**src/rtl/cfg_uart_pkg.sv**
```systemverilog
// ============================================================================
//  Module      : cfg_uart_pkg
//  Description : Shared widths, rx/tx state encoding and response codes for
//                the config-channel UART responder.
//  Revision    : 1.0 - initial release
// ============================================================================
`default_nettype none

package cfg_uart_pkg;

    localparam int BYTE_W    = 8;
    localparam int CMD_BYTES = 3;
    localparam int RSP_BYTES = 2;

    typedef enum logic [2:0] {
        IDLE  = 3'd0,
        START = 3'd1,
        DATA  = 3'd2,
        PAR   = 3'd3,
        STOP  = 3'd4
    } uart_st_e;

    localparam logic [15:0] ACK = 16'h0A5A;
    localparam logic [15:0] NAK = 16'h05A5;

endpackage

`default_nettype wire

```
**src/rtl/cfg_uart_rx_byte.sv**
```systemverilog
// ============================================================================
//  Module      : cfg_uart_rx_byte
//  Description : RX synchroniser, baud counter and byte FSM (8N1, or 8E1 with
//                CFG_PARITY_EN defined).
//  Revision    : 1.0 - initial release
// ============================================================================
`default_nettype none

module cfg_uart_rx_byte
    import cfg_uart_pkg::*;
#(
    parameter int BAUD_DIV = 2604
) (
    input  logic              clk,
    input  logic              rst,
    input  logic              rx_i,
    output logic [BYTE_W-1:0] byte_o,
    output logic              byte_vld_o,
    output logic              byte_err_o,
    output logic              busy_o
);

    localparam int CNT_W = $clog2(BAUD_DIV);
    localparam logic [CNT_W-1:0] c_HALF = CNT_W'(BAUD_DIV / 2);
    localparam logic [CNT_W-1:0] c_FULL = CNT_W'(BAUD_DIV - 1);

    logic              rx_s1_q, rx_s2_q, rx_prev_q;
    uart_st_e          st_q;
    logic [CNT_W-1:0]  cnt_q;
    logic [2:0]        bit_q;
    logic [BYTE_W-1:0] shr_q;
    logic              brk_q;
    logic              w_tick;
    logic              w_par_bad;

    assign w_tick = (cnt_q == '0);
    assign byte_o = shr_q;
    assign busy_o = (st_q != IDLE);

`ifdef CFG_PARITY_EN
    logic par_err_q;
    assign w_par_bad = par_err_q;

    always_ff @(posedge clk) begin
        if (rst) begin
            par_err_q <= 1'b0;
        end else if (st_q == PAR && w_tick) begin
            par_err_q <= rx_s2_q ^ (^shr_q);
        end
    end
`else
    assign w_par_bad = 1'b0;
`endif

    always_ff @(posedge clk) begin
        if (rst) begin
            rx_s1_q    <= 1'b1;
            rx_s2_q    <= 1'b1;
            rx_prev_q  <= 1'b1;
            st_q       <= IDLE;
            cnt_q      <= '0;
            bit_q      <= '0;
            shr_q      <= '0;
            brk_q      <= 1'b0;
            byte_vld_o <= 1'b0;
            byte_err_o <= 1'b0;
        end else begin
            rx_s1_q    <= rx_i;
            rx_s2_q    <= rx_s1_q;
            rx_prev_q  <= rx_s2_q;
            byte_vld_o <= 1'b0;
            byte_err_o <= 1'b0;
            if (st_q != IDLE && !w_tick) begin
                cnt_q <= cnt_q - 1'b1;
            end
            case (st_q)
                IDLE: begin
                    if (rx_prev_q && !rx_s2_q) begin
                        cnt_q <= c_HALF;
                        st_q  <= START;
                    end
                end
                START: begin
                    if (w_tick) begin
                        if (!rx_s2_q) begin
                            cnt_q <= c_FULL;
                            bit_q <= '0;
                            st_q  <= DATA;
                        end else begin
                            st_q  <= IDLE;
                        end
                    end
                end
                DATA: begin
                    if (w_tick) begin
                        shr_q <= {rx_s2_q, shr_q[BYTE_W-1:1]};
                        cnt_q <= c_FULL;
                        bit_q <= bit_q + 1'b1;
                        if (bit_q == 3'd7) begin
`ifdef CFG_PARITY_EN
                            st_q <= PAR;
`else
                            st_q <= STOP;
`endif
                        end
                    end
                end
`ifdef CFG_PARITY_EN
                PAR: begin
                    if (w_tick) begin
                        cnt_q <= c_FULL;
                        st_q  <= STOP;
                    end
                end
`endif
                STOP: begin
                    // After a bad byte, hold here until the line is released.
                    if (brk_q) begin
                        if (rx_s2_q) begin
                            brk_q <= 1'b0;
                            st_q  <= IDLE;
                        end
                    end else if (w_tick) begin
                        if (rx_s2_q && !w_par_bad) begin
                            byte_vld_o <= 1'b1;
                            st_q       <= IDLE;
                        end else begin
                            byte_err_o <= 1'b1;
                            brk_q      <= 1'b1;
                        end
                    end
                end
                default: st_q <= IDLE;
            endcase
        end
    end

endmodule

`default_nettype wire

```
**src/rtl/cfg_uart_slv.sv**
```systemverilog
// ============================================================================
//  Module      : cfg_uart_slv
//  Description : Config-channel UART responder: 3-byte command RX, 2-byte
//                response TX. Optional even parity via CFG_PARITY_EN.
//  Revision    : 1.0 - initial release
// ============================================================================
`default_nettype none

module cfg_uart_slv
    import cfg_uart_pkg::*;
#(
    parameter int BAUD_DIV = 2604,
    parameter int FRM_TMO  = 65535
) (
    input  logic                        clk,
    input  logic                        rst,
    input  logic                        RX_C,
    output logic                        TX_C,
    output logic [CMD_BYTES*BYTE_W-1:0] cmd_data,
    output logic                        cmd_rdy,
    input  logic [RSP_BYTES*BYTE_W-1:0] resp,
    input  logic                        snd_resp,
    output logic                        tx_busy,
    output logic                        resp_sent,
    output logic                        frm_err
);

    localparam int CNT_W = $clog2(BAUD_DIV);
    localparam int TMO_W = $clog2(FRM_TMO + 1);
    localparam logic [CNT_W-1:0] c_FULL    = CNT_W'(BAUD_DIV - 1);
    localparam logic [TMO_W-1:0] c_TMO_END = TMO_W'(FRM_TMO - 1);
    localparam logic [1:0]       c_LAST    = 2'(CMD_BYTES - 1);

    logic [BYTE_W-1:0]   w_rx_byte;
    logic                w_rx_vld, w_rx_err, w_rx_busy;
    logic [1:0]          byte_idx_q;
    logic [2*BYTE_W-1:0] hold_q;
    logic [TMO_W-1:0]    tmo_q;

    cfg_uart_rx_byte #(.BAUD_DIV(BAUD_DIV)) u_rx (
        .clk       (clk),
        .rst       (rst),
        .rx_i      (RX_C),
        .byte_o    (w_rx_byte),
        .byte_vld_o(w_rx_vld),
        .byte_err_o(w_rx_err),
        .busy_o    (w_rx_busy)
    );

    always_ff @(posedge clk) begin
        if (rst) begin
            byte_idx_q <= '0;
            hold_q     <= '0;
            tmo_q      <= '0;
            cmd_data   <= '0;
            cmd_rdy    <= 1'b0;
            frm_err    <= 1'b0;
        end else begin
            cmd_rdy <= 1'b0;
            frm_err <= w_rx_err;
            if (w_rx_err) begin
                byte_idx_q <= '0;
            end else if (w_rx_vld) begin
                if (byte_idx_q == c_LAST) begin
                    cmd_data   <= {hold_q, w_rx_byte};
                    cmd_rdy    <= 1'b1;
                    byte_idx_q <= '0;
                end else begin
                    hold_q     <= {hold_q[BYTE_W-1:0], w_rx_byte};
                    byte_idx_q <= byte_idx_q + 1'b1;
                end
            end else if (tmo_q == c_TMO_END) begin
                byte_idx_q <= '0;
            end
            // Idle time only accumulates while a partial frame is pending.
            tmo_q <= (byte_idx_q == '0 || w_rx_busy) ? '0 : tmo_q + 1'b1;
        end
    end

    uart_st_e          tx_st_q;
    logic [CNT_W-1:0]  tx_cnt_q;
    logic [2:0]        tx_bit_q;
    logic              tx_idx_q;
    logic [BYTE_W-1:0] tx_shr_q, tx_lo_q;
    logic              w_tx_tick;

    assign w_tx_tick = (tx_cnt_q == '0);

`ifdef CFG_PARITY_EN
    logic tx_par_q;

    always_ff @(posedge clk) begin
        if (rst) begin
            tx_par_q <= 1'b0;
        end else if (tx_st_q == START && w_tx_tick) begin
            tx_par_q <= tx_shr_q[0];
        end else if (tx_st_q == DATA && w_tx_tick && tx_bit_q != 3'd7) begin
            tx_par_q <= tx_par_q ^ tx_shr_q[0];
        end
    end
`endif

    always_ff @(posedge clk) begin
        if (rst) begin
            tx_st_q   <= IDLE;
            tx_cnt_q  <= '0;
            tx_bit_q  <= '0;
            tx_idx_q  <= 1'b0;
            tx_shr_q  <= '0;
            tx_lo_q   <= '0;
            TX_C      <= 1'b1;
            tx_busy   <= 1'b0;
            resp_sent <= 1'b0;
        end else begin
            resp_sent <= 1'b0;
            if (tx_st_q != IDLE && !w_tx_tick) begin
                tx_cnt_q <= tx_cnt_q - 1'b1;
            end
            case (tx_st_q)
                IDLE: begin
                    if (snd_resp) begin
                        tx_shr_q <= resp[2*BYTE_W-1:BYTE_W];
                        tx_lo_q  <= resp[BYTE_W-1:0];
                        tx_idx_q <= 1'b0;
                        tx_cnt_q <= c_FULL;
                        TX_C     <= 1'b0;
                        tx_busy  <= 1'b1;
                        tx_st_q  <= START;
                    end
                end
                START: begin
                    if (w_tx_tick) begin
                        TX_C     <= tx_shr_q[0];
                        tx_shr_q <= tx_shr_q >> 1;
                        tx_bit_q <= '0;
                        tx_cnt_q <= c_FULL;
                        tx_st_q  <= DATA;
                    end
                end
                DATA: begin
                    if (w_tx_tick) begin
                        tx_cnt_q <= c_FULL;
                        if (tx_bit_q == 3'd7) begin
`ifdef CFG_PARITY_EN
                            TX_C    <= tx_par_q;
                            tx_st_q <= PAR;
`else
                            TX_C    <= 1'b1;
                            tx_st_q <= STOP;
`endif
                        end else begin
                            TX_C     <= tx_shr_q[0];
                            tx_shr_q <= tx_shr_q >> 1;
                            tx_bit_q <= tx_bit_q + 1'b1;
                        end
                    end
                end
`ifdef CFG_PARITY_EN
                PAR: begin
                    if (w_tx_tick) begin
                        TX_C     <= 1'b1;
                        tx_cnt_q <= c_FULL;
                        tx_st_q  <= STOP;
                    end
                end
`endif
                STOP: begin
                    if (w_tx_tick) begin
                        if (!tx_idx_q) begin
                            tx_idx_q <= 1'b1;
                            tx_shr_q <= tx_lo_q;
                            TX_C     <= 1'b0;
                            tx_cnt_q <= c_FULL;
                            tx_st_q  <= START;
                        end else begin
                            TX_C      <= 1'b1;
                            tx_busy   <= 1'b0;
                            resp_sent <= 1'b1;
                            tx_st_q   <= IDLE;
                        end
                    end
                end
                default: tx_st_q <= IDLE;
            endcase
        end
    end

endmodule

`default_nettype wire

```
**config.mk**
```make
export PLATFORM = sky130hd
export DESIGN_NAME = cfg_uart_slv
export DESIGN_NICKNAME = d
export VERILOG_FILES = /design/src/rtl/cfg_uart_pkg.sv /design/src/rtl/cfg_uart_rx_byte.sv /design/src/rtl/cfg_uart_slv.sv
export SDC_FILE = /design/constraint.sdc
export NUM_CORES = 1
export LEC_CHECK = 0
export CORE_UTILIZATION = 49
export CTS_CLUSTER_DIAMETER = 60
export CTS_CLUSTER_SIZE = 16
export DETAILED_ROUTE_END_ITERATION = 12
export MAX_ROUTING_LAYER = met4
export PLACE_DENSITY = 0.72
export SLEW_MARGIN = 25
export SYNTH_ARGS = -nofsm -noshare
export SYNTH_HDL_FRONTEND = slang
export SYNTH_HIERARCHICAL = 1
export SYNTH_SLANG_ARGS = --single-unit
```
**constraint.sdc**
```tcl
create_clock -name clk -period 1.9 [get_ports clk]
set_clock_uncertainty 0.05 [all_clocks]
set_input_delay 0.19 -clock clk [delete_from_list [all_inputs] [get_ports clk]]
set_output_delay 0.19 -clock clk [all_outputs]
set_load 0.05 [all_outputs]
```
==> summary.md <==
| Metric | Value |
|---|---|
| Hold Buf Count CTS | `0` |
| Final setup vio count | `2` |
| Layout cells sized above 1 | `0.2147` |
| P_leak | `2.775 nW` |
| Worst setup slack after layout | `-0.04466 ns` |
| Fmax | `514.2 MHz` |
| DRC Markers | `6` |
| Post-route ant nets | `0` |
| Die X | `112.3 µm` |
| Post-synth cell types | `69` |
| Non-filler cells, final | `958` |
| Final nets | `831` |
| Post-Syn Area | `0.005964 mm²` |
| Clock share of power | `0.449` |
| NetSw | `2.008 mW` |
| Hpwl dp | `9.533 mm` |
| Total Routing Usage GR | `0.2392` |
| Crit path launch type | `register` |
| Worst skew pair latency | `0.42 ns` |
| Crit path capture type | `register` |
| Initial Util | `0.5114` |
| Placer congestion estimate | `0.8700` |
| Adder-Cell Fraction of Synth Area | `0.02056` |
| Kind of critical path | `register to register` |
| DR vias | `5453` |
| Worst hold slack | `0.1140 ns` |
| Cells after synthesis | `707` |
| Syn avg cell area | `8.436 µm²` |
| PD cells | `1004 mW/mm²` |
| Sequential fraction of the synthesis area | `0.4363` |
| Number of flops mapped to enable cells by yosys | `0` |
| Synth Area in Compound Gates | `0.1877` |
| Antenna cells | `0` |
| Switching Share | `0.2564` |
| CTS root buffer | `clkbuf_16` |
| Layout area overhead | `30.73%` |
| Die height | `112.3 µm` |
| Crit path required time | `2.18 ns` |
| Worst slew pin tran | `0.5562 ns` |
| Crit-path max FO | `6` |
| Main combinational cell family by area after synthesis | `simple AND/OR/NAND/NOR gates` |
| DR WL/cell | `15.08 µm` |
| Die ar. | `0.01262 mm²` |
| Dpl ws | `-0.06714 ns` |
| Mux contribution to synthesized area | `0.02224` |
| Clock-pin slew on the worst setup and hold paths | `0.06 ns` |
| Outcome | `complete, but fails checks` |
| CTS buffer count | `17` |
| Synth Flop Type | `dfxtp_1` |
| I/O pin count | `49` |
| First-pass DRT Iterations | `9` |
| Final Hold Vio Count | `0` |
| Critical Path AT | `2.22 ns` |
| Antenna violations before repair | `0` |
| Simple-Gate Fraction of Synth Area | `0.2580` |
| Rel. slew slack | `0.6280` |
| Async SR Flop Fraction | `0` |
| Post-Syn Nets | `736` |
| Comb power frac | `0.177` |
| Final period util | `1.024` |
| Failing checks | `DRC, setup timing` |
| Max capacitance violation total | `0` |
| Vias in the first global route | `5250` |
| Xor and xnor area share after synthesis | `0.02203` |
| Dpl cell area | `0.006900 mm²` |
| Synth Warn # | `6` |
| Yosys reg bits | `130` |
| Peak supply drop | `0.8091 mV` |
| RSZ-0062 raised after global routing | `true` |
| Clk buf depth | `2` |
| Pint | `5.824 mW` |
| Site Rows | `39` |
| Vias per cell | `5.692` |
| CTS sink count | `130` |
| TritonCTS clock tree | `yes` |
| Reg power frac | `0.375` |
| Hold Path Class | `input port to register` |
| Slew Viols, Final | `0` |
| Port bufs | `48` |
| Core area | `0.01166 mm²` |
| Cell area after layout | `0.007797 mm²` |
| First-pass GRT wire length | `23.79 mm` |
| Largest net degree at the start of global routing | `37` |
| Total wire length | `14.44 mm` |
| Gr ovfl total | `0` |
| H-tree lvl count | `4` |
| Placed Cells | `919` |
| Iter 0 DRT Violations | `389` |
| Min Tclk post-route | `1.945 ns` |
## logic make-up after synthesis
kind of cell / after synthesis
simple gates: 296
compound gates: 180
mux: 13
fa+ha+maj: 10
flops: 130
xor+xnor: 15
buf+inv: 63
## final timing paths
path	start	end	slack, ns	depth (start not counted)
worst min-delay path	rst	frm_err$_SDFF_PP0_	0.11	2
worst min register to register	u_rx/rx_s1_q$_SDFF_PP1_	u_rx/rx_s2_q$_SDFF_PP1_	0.36	1
worst max register to register	u_rx/cnt_q[0]$_SDFF_PP0_	u_rx/cnt_q[11]$_SDFF_PP0_	-0.04	8
worst max-delay path	u_rx/cnt_q[0]$_SDFF_PP0_	u_rx/cnt_q[11]$_SDFF_PP0_	-0.04	8
## metal layers
metal	global-route usage	up-vias	routed length (µm)
li1	-	2719	-
met1	0.2862	2569	6431
met2	0.3996	142	7032
met3	0.05940	23	747
met4	0.06933	0	231
met5	-	-	0
## registers in the layout (all words and copies together), names as in the netlist, 2 cells and up
name	cells
tx_st_q	3
byte_idx_q	2
tx_lo_q	8
cmd_data	24
hold_q	16
tx_bit_q	3
u_rx/bit_q	3
tx_shr_q	8
tx_cnt_q	12
u_rx/byte_o	8
u_rx/st_q	3
u_rx/cnt_q	12
tmo_q	16
## power groups by stage
stage / Clock (mW) / Combinational, mW / Sequential [mW]
3_5_place_dp: 0 / 1.18 / 2.98
2_1_floorplan: 0 / 0.747 / 2.99
3_3_place_gp: 0 / 1.15 / 2.97
5_1_grt: 3.68 / 1.49 / 2.95
6_report: 3.51 / 1.38 / 2.93
4_1_cts: 3.56 / 1.26 / 2.93
## worst max-delay path: stages, from the launching register on
cell,delay (ns)
dfxtp_2,0.32
inv_2,0.06
ha_4,0.13
nor3b_4,0.26
buf_6,0.16
nand4b_1,0.17
buf_6,0.20
or3_4,0.41
o311ai_4,0.09
## cell type report
cell class,count,area [µm²]
sequential,130,2610
multi-input combinational,514,3228
clock buffer,20,466.7
timing repair buffer,120,1062
inverter,19,71.32
tap,143,178.9
fill,897,3865
clock inverter,12,180.2
## what timing repair did
item / in CTS / in global routing
endpoints found under the setup margin: 14 / 38
cloned: 0 / 0
buffers inserted: 3 / 4
resized for setup: 12 / 39
endpoints found under the hold margin: 0 / 0
pin swaps: 1 / 11
## per-stage QoR
step,total power [mW],utilization,setup TNS (ns)
2_1_floorplan,3.736,-,-0.04149
3_3_place_gp,4.129,0.5917,-0.03991
3_5_place_dp,4.163,0.5917,-0.1871
4_1_cts,7.742,0.6526,-0.06751
5_1_grt,8.122,0.6686,-0.9474
6_report,7.832,0.6686,-0.07964
## cells in the final DEF, fill, tap and decap left out, drive strengths merged, types with 4 or more instances in the layout
cell type / count
or4b: 4
a21oi: 80
or3b: 5
nand4: 9
a211o: 8
or3: 23
nor2: 33
xnor2: 9
bufinv: 4
buf: 73
clkinvlp: 5
nand3: 19
nor2b: 8
nand2: 119
o22ai: 8
nor4: 9
inv: 18
xor2: 6
or4: 11
clkdlybuf4s50: 47
or2: 7
o21ai: 31
nor3: 16
o31ai: 5
clkinv: 4
mux2i: 11
clkbuf: 20
dfxtp: 130
o2bb2ai: 7
a31oi: 10
a211oi: 11
ha: 9
nand2b: 16
## synthesized netlist by cell type, types with 9 or more instances
master,number,share of area
nand2b_1,16,0.017
mux2i_1,11,0.018
or4_1,9,0.011
a31oi_1,10,0.010
a211oi_1,11,0.014
xnor2_1,9,0.013
clkbuf_1,33,0.021
ha_1,9,0.019
dfxtp_1,130,0.44
nor2_1,33,0.021
o21ai_0,26,0.022
or3_1,18,0.019
inv_1,17,0.011
a21oi_1,79,0.066
nor3_1,16,0.013
nand2_1,119,0.075
nand3_1,19,0.016
Note: power is estimated with default switching activity, not from simulation.
